==> src/rtl/traffic_lamp_monitor_pkg.sv <==
// Shared types and constants for the traffic lamp monitor: display phase
// encodings, lamp patterns, tracker state and the expected crossing order.
package traffic_lamp_monitor_pkg;

   typedef enum logic [2:0] {
      PH_CG      = 3'd0,
      PH_CY      = 3'd1,
      PH_RH      = 3'd2,
      PH_PG      = 3'd3,
      PH_CRY     = 3'd4,
      PH_INVALID = 3'd7
   } phase_e;

   typedef enum logic {
      ST_SYNC = 1'b0,
      ST_LOCK = 1'b1
   } state_e;

   // Lamp vector order: {road_red, road_yellow, road_green, ped_red, ped_green}
   localparam logic [4:0] LAMP_CG  = 5'b00110;
   localparam logic [4:0] LAMP_CY  = 5'b01010;
   localparam logic [4:0] LAMP_RH  = 5'b10010;
   localparam logic [4:0] LAMP_PG  = 5'b10001;
   localparam logic [4:0] LAMP_CRY = 5'b11010;

   // Last position of the six-step crossing cycle
   localparam logic [2:0] POS_LAST = 3'd5;

   // Display expected at a given position of the crossing cycle
   function automatic phase_e exp_phase(input logic [2:0] pos);
      phase_e ph;
      case (pos)
         3'd0:    ph = PH_CG;
         3'd1:    ph = PH_CY;
         3'd2:    ph = PH_RH;
         3'd3:    ph = PH_PG;
         3'd4:    ph = PH_RH;
         3'd5:    ph = PH_CRY;
         default: ph = PH_INVALID;
      endcase
      return ph;
   endfunction

   // Required length in cycles of the display at a given position
   function automatic logic [7:0] exp_len(input logic [2:0] pos,
                                          input logic [7:0] t_long,
                                          input logic [7:0] t_short,
                                          input logic [7:0] t_red);
      logic [7:0] len;
      case (pos)
         3'd0, 3'd3: len = t_long;
         3'd1, 3'd5: len = t_short;
         default:    len = t_red;
      endcase
      return len;
   endfunction

endpackage

==> src/rtl/traffic_lamp_decode.sv <==
// Combinational decode of the sampled lamp vector into a display phase,
// plus detection of pedestrian green overlapping road green or yellow.
module traffic_lamp_decode
   import traffic_lamp_monitor_pkg::*;
(
   input  logic [4:0] i_lamps,
   output logic [2:0] o_phase,
   output logic       o_conflict
);

   phase_e w_dec;

   // Map each legal lamp pattern to its display; everything else is invalid
   always_comb begin
      w_dec = PH_INVALID;
      case (i_lamps)
         LAMP_CG:  w_dec = PH_CG;
         LAMP_CY:  w_dec = PH_CY;
         LAMP_RH:  w_dec = PH_RH;
         LAMP_PG:  w_dec = PH_PG;
         LAMP_CRY: w_dec = PH_CRY;
         default:  w_dec = PH_INVALID;
      endcase
   end

   assign o_phase    = w_dec;
   // ped_green together with road_green or road_yellow
   assign o_conflict = i_lamps[0] & (i_lamps[2] | i_lamps[3]);

endmodule

==> src/rtl/traffic_lamp_monitor.sv <==
// Traffic lamp monitor: samples the lamp drives once, decodes the display,
// tracks the expected crossing order and display lengths, and reports
// conflicts, invalid patterns, order and timing violations.
module traffic_lamp_monitor
   import traffic_lamp_monitor_pkg::*;
#(
   parameter int T_LONG  = 6,
   parameter int T_SHORT = 2
) (
   input  logic        clk,
   input  logic        rst_n,
   input  logic        road_red,
   input  logic        road_yellow,
   input  logic        road_green,
   input  logic        ped_red,
   input  logic        ped_green,
   input  logic        clr_err,
   output logic [2:0]  phase,
   output logic        locked,
   output logic        err_conflict,
   output logic        err_invalid,
   output logic        err_sequence,
   output logic        err_timing,
   output logic [3:0]  err_sticky,
   output logic [15:0] cycles_done
);

   localparam logic [7:0] L_LONG  = 8'(T_LONG);
   localparam logic [7:0] L_SHORT = 8'(T_SHORT);
   localparam logic [7:0] L_RED   = 8'(2 * T_SHORT);

   // r_vld is low only while r_lamps still holds the reset value rather
   // than a real sample; it gates all checking and tracking.
   logic [4:0]  r_lamps;
   logic        r_vld;
   state_e      r_state;
   logic [2:0]  r_pos;
   logic [7:0]  r_dur;
   logic [2:0]  r_prev_phase;
   logic        r_tim_bad;
   logic [3:0]  r_sticky;
   logic [15:0] r_cycles;

   logic [2:0]  w_phase;
   logic        w_conflict;
   logic        w_changed;
   logic [7:0]  w_dur_next;
   logic [2:0]  w_pos_inc;
   logic [7:0]  w_cur_len;
   state_e      w_state_next;
   logic [2:0]  w_pos_next;
   logic        w_cg_entry;
   logic        w_count;

   traffic_lamp_decode u_decode (
      .i_lamps    (r_lamps),
      .o_phase    (w_phase),
      .o_conflict (w_conflict)
   );

   // Single input sampling stage; every check works on this sample
   always_ff @(posedge clk) begin
      if (!rst_n) begin
         r_lamps <= 5'b00000;
         r_vld   <= 1'b0;
      end else begin
         r_lamps <= {road_red, road_yellow, road_green, ped_red, ped_green};
         r_vld   <= 1'b1;
      end
   end

   // Next tracker state and error pulses for the current sample.
   // r_prev_phase/r_dur describe the display as of the previous sample, so a
   // change is detected here and the previous display's length is judged.
   always_comb begin
      w_changed    = (w_phase != r_prev_phase);
      w_dur_next   = w_changed ? 8'd1 : ((r_dur == 8'hFF) ? r_dur : r_dur + 8'd1);
      w_pos_inc    = (r_pos == POS_LAST) ? 3'd0 : r_pos + 3'd1;
      w_cur_len    = exp_len(r_pos, L_LONG, L_SHORT, L_RED);
      w_state_next = r_state;
      w_pos_next   = r_pos;
      w_cg_entry   = 1'b0;
      w_count      = 1'b0;
      err_conflict = 1'b0;
      err_invalid  = 1'b0;
      err_sequence = 1'b0;
      err_timing   = 1'b0;
      if (r_vld) begin
         err_conflict = w_conflict;
         err_invalid  = (w_phase == PH_INVALID);
         case (r_state)
            ST_SYNC: begin
               // The reset value of r_prev_phase is INVALID, so a first
               // sample of CG also counts as a change into CG.
               if (w_changed && (w_phase == PH_CG)) begin
                  w_state_next = ST_LOCK;
                  w_pos_next   = 3'd0;
                  w_cg_entry   = 1'b1;
               end
            end
            ST_LOCK: begin
               // Too short on leaving a display, or one pulse on overrun
               if (w_changed && (r_dur < w_cur_len)) begin
                  err_timing = 1'b1;
               end else if (!w_changed && (w_dur_next == w_cur_len + 8'd1)) begin
                  err_timing = 1'b1;
               end
               if (w_phase == PH_INVALID) begin
                  w_state_next = ST_SYNC;
               end else if (w_changed) begin
                  if (w_phase != exp_phase(w_pos_inc)) begin
                     err_sequence = 1'b1;
                     w_state_next = ST_SYNC;
                  end else begin
                     w_pos_next = w_pos_inc;
                     if (w_phase == PH_CG) begin
                        w_cg_entry = 1'b1;
                        w_count    = !r_tim_bad && !err_timing;
                     end
                  end
               end
            end
            default: w_state_next = ST_SYNC;
         endcase
      end
   end

   // Tracker state register
   always_ff @(posedge clk) begin
      if (!rst_n) begin
         r_state      <= ST_SYNC;
         r_pos        <= 3'd0;
         r_dur        <= 8'd0;
         r_prev_phase <= PH_INVALID;
      end else if (r_vld) begin
         r_state      <= w_state_next;
         r_pos        <= w_pos_next;
         r_dur        <= w_dur_next;
         r_prev_phase <= w_phase;
      end
   end

   // Per-cycle timing-error memory, sticky flags and validated-cycle count
   always_ff @(posedge clk) begin
      if (!rst_n) begin
         r_tim_bad <= 1'b0;
         r_sticky  <= 4'b0000;
         r_cycles  <= 16'd0;
      end else begin
         if (w_cg_entry) begin
            r_tim_bad <= 1'b0;
         end else if (err_timing) begin
            r_tim_bad <= 1'b1;
         end
         // A pulse arriving with clr_err wins so no event is lost
         r_sticky <= (clr_err ? 4'b0000 : r_sticky) |
                     {err_timing, err_sequence, err_invalid, err_conflict};
         if (w_count && (r_cycles != 16'hFFFF)) begin
            r_cycles <= r_cycles + 16'd1;
         end
      end
   end

   assign phase       = w_phase;
   assign locked      = (r_state == ST_LOCK);
   assign err_sticky  = r_sticky;
   assign cycles_done = r_cycles;

endmodule

==> config.mk <==
export PLATFORM = sky130hd
export DESIGN_NAME = traffic_lamp_monitor
export DESIGN_NICKNAME = d
export VERILOG_FILES = /design/src/rtl/traffic_lamp_monitor_pkg.sv /design/src/rtl/traffic_lamp_decode.sv /design/src/rtl/traffic_lamp_monitor.sv
export SDC_FILE = /design/constraint.sdc
export NUM_CORES = 1
export LEC_CHECK = 0
export ABC_AREA = 1
export CAP_MARGIN = 5
export CORE_MARGIN = 2
export CORE_UTILIZATION = 63
export CTS_CLUSTER_DIAMETER = 100
export DETAILED_ROUTE_END_ITERATION = 10
export DONT_BUFFER_PORTS = 1
export MAX_ROUTING_LAYER = met4
export PLACE_DENSITY = 0.86
export SLEW_MARGIN = 25
export SYNTH_ARGS = -nofsm -noshare
export SYNTH_HDL_FRONTEND = slang
export SYNTH_SLANG_ARGS = --single-unit
==> constraint.sdc <==
create_clock -name clk -period 3 [get_ports clk]
set_clock_uncertainty 0.15 [all_clocks]
set_input_delay 0.6 -clock clk [delete_from_list [all_inputs] [get_ports clk]]
set_output_delay 0.6 -clock clk [all_outputs]
set_load 0.005 [all_outputs]
==> impl_metrics.toml <==
[run_status]
status = "finished, final reports clean"

[worst_setup_path]
worstSetupPathDepth = 15
critPathRequiredTime_ps = 2250
path_max_fanout = 6
critical_path_arrival_ps = 2150
start_kind = "flip-flop"
worst_path_dominant_cell_family = "simple AND/OR/NAND/NOR gates"
critical-path-slowest-cell = "dfxtp_4"
critPathMaxStageDelay_ps = 380
crit_chain = "ha_4 > nand2_1 > inv_2 > nand3_4 > nor2_4 > nand2_4 > nand2_2 > nand2_2 > nand2_1 > nand3_1 > nor2_1 > nand3_1 > inv_2 > nand4_4 > a21oi_4"
critPathBufInv = 2
critical_path_class = "reg -> out"
cp-end-kind = "output port"
r2r.worst_path.cells = 18

[finish]
drive_above_1_share = 0.182
fin_nets = 385
final_util = 0.746
syn_to_final_growth_pct = 12.6
antenna_cells = 0
multiInputGateArea_mm2 = 0.00146
seq_area_um2 = 850
nFillCells = 268

[global_routing]
grt_pass1_vias = 2145
grt_max_degree = 31
grt_usage = 0.272
overflow = 0
grt_pass1_wl_mm = 8.85
antenna_found_initial = 0

[clocking]
max-clock-path-buffers = 2
cts_root_buffer = "clkbuf_8"
clock_sinks = 42
numCtsBuffers = 5
insertion_delay_ps = 300
cts_tree = "yes"
cts_max_level = 2
clk_pin_slew_worst_paths_ps = 80

[floorplanning]
placementRows = 22
die_area_mm2 = 0.00442
die_x_um = 66.5
core_mm2 = 0.00372
initial_utilization = 0.663
pin_count = 36
dieHeight_um = 66.5

[logic_synthesis]
ys_ff_latch = 42
synth_area_mm2 = 0.00246
ys_seq_area_frac = 0.341
yosys.area.top_type = "dfxtp_1"
syn_avg_cell_area_um2 = 6.86
synthTopCellsByArea = "dfxtp_1 34%, nand2_1 11%, inv_1 7.8%"
syn_inst = 359
synth_fp_nets = 371
netlist.area_leader.share = 0.341
yosys_warnings = 0
synth_cell_type_count = 39

[pwr]
power.total_mw = 1.12
p_clk_frac = 0.324
p_int_mw = 0.801
power_leakage_nw = 1.19
switching_share = 0.288
peakVddDrop_uv = 313
seqPwrFrac = 0.528
power.density_mw_per_mm2 = 406
switchingPower_mw = 0.323
combinationalPowerShare = 0.148

[timing]
min_period_ps = 2900
drv_slew = 0
finalHoldWorstSlack_ps = 174
tns_ps = 0
max_freq_ghz = 0.345
setup_violations = 0
slew_headroom = 0.685
tightestPinTransition_ps = 473
finalHoldViolCount = 0
period_share = 0.966

[drt]
wl_per_cell_um = 13.6
via_per_inst = 5.63
ant_nets = 0
drt_wl_total_mm = 5.73
firstDrtPassIters = 4
num_vias = 2376
drc = 0
drt_iter0_drc = 154

[place]
numPortBuffers = 0
dp_hpwl_mm = 3.73
gp_congestion = 0.891

[run]
cap_violations = 0

[hold_path]
hold_depth = 0
hp-class = "in -> reg"
## worst register-to-register path: cells and delay by family (launching register included)
family                 cells  cell delay (ps)
and+or+nand+nor           15             1670
DFF                        1              340
buffers and inverters      2              330
AOI/OAI and AO/OA          1              100
## cell usage in the layout (no fill, tap or decap), types with 2 or more instances in the layout
cell,count
nor2_4,5
nor3_1,3
nand3_2,3
dfxtp_2,4
nand3_1,27
or2_2,2
nor2_1,42
nor3_2,2
a211oi_1,2
nand4_1,4
nand2_4,3
o211ai_1,3
ha_1,3
nand3_4,2
xor2_1,3
inv_2,3
nand2_2,4
nand2_1,70
dfxtp_1,37
o21ai_0,16
a31oi_1,2
o21ai_1,6
clkbuf_8,5
nor2_2,7
nand4_4,3
xnor2_1,3
a21oi_1,30
buf_4,13
clkinv_4,2
inv_1,50
## Yosys cell counts (all sizes together)
cell / number
clkinv: 2
nand4: 8
xnor2: 3
nor4: 2
o211a: 1
o21ai: 22
ha: 4
nand2: 77
nor3: 5
a21oi: 32
inv: 52
nor2: 54
a31oi: 2
a211oi: 2
buf: 3
o31ai: 1
nor3b: 1
or2: 2
xor2: 4
clkbuf: 4
and2: 1
nand3: 32
dfxtp: 42
o211ai: 3
## per-layer routing
layer	vias to the layer above	share of wire	wire length, um	track usage
met5	-	0	0	-
met1	1099	0.43	2470	0.300
li1	1193	-	-	-
met3	10	0.059	338	0.0625
met2	74	0.49	2820	0.466
met4	0	0.018	102	0.125
## path summary, 6_finish.rpt
path / startpoint / endpoint / slack, ps
worst max-delay path: r_dur[0]$_SDFFE_PN0P_ / err_timing / 100
worst min-delay path: rst_n / r_vld$_DFF_P_ / 170
worst max register to register: r_lamps[2]$_SDFF_PN0_ / cycles_done[7]$_SDFFE_PN0P_ / 320
worst min register to register: r_prev_phase[0]$_SDFFE_PN1P_ / r_prev_phase[0]$_SDFFE_PN1P_ / 350
## repair_timing
action,CTS,global route
cloned,0,0
buffers inserted,2,7
gates resized for setup,11,16
hold buffers,0,0
setup endpoints to repair,1,4
pin swaps,2,6
## layout make-up
cell class                 instances  share of cell area
clock buffer                       6              0.0262
sequential                        42               0.307
tap                               48              0.0217
timing repair buffer              14              0.0393
clock inverter                     2             0.00497
multi-input combinational        256               0.526
inverter                          54              0.0749
## state kept, by name (all words and copies together) (netlist names)
| name | count |
|---|---|
| err_sticky | 4 |
| r_prev_phase | 3 |
| cycles_done | 16 |
| r_pos | 3 |
| r_tim_bad | 1 |
| locked | 1 |
| r_lamps | 5 |
| r_dur | 8 |
| r_vld | 1 |
## stage by stage
| stage | cells | worst slack (ps) | instance area, um^2 |
|---|---|---|---|
| detailed placement | 405 | 135 | 2520 |
| finish | 422 | 103 | 2770 |
| global placement | 405 | 211 | 2520 |
| CTS | 415 | 8.26 | 2670 |
| floorplan | 359 | 378 | 2460 |
| global route | 422 | -38.7 | 2770 |
## cells by family after synthesis
group | count (synthesis) | synth area share
AOI/OAI and AO/OA | 63 | 0.144
xor gates and xnor gates | 7 | 0.0249
adders and majority gates | 4 | 0.0203
buffers and inverters | 61 | 0.0986
DFF | 42 | 0.341
and+or+nand+nor | 182 | 0.370
## power groups by stage
stage | clock network [mW] | logic, mW | registers, mW
6_report | 0.364 | 0.166 | 0.594
5_1_grt | 0.393 | 0.182 | 0.597
4_1_cts | 0.372 | 0.144 | 0.591
3_5_place_dp | 0 | 0.139 | 0.603
3_3_place_gp | 0 | 0.136 | 0.603
2_1_floorplan | 0 | 0.122 | 0.598
(Power assumes the default switching activity.)
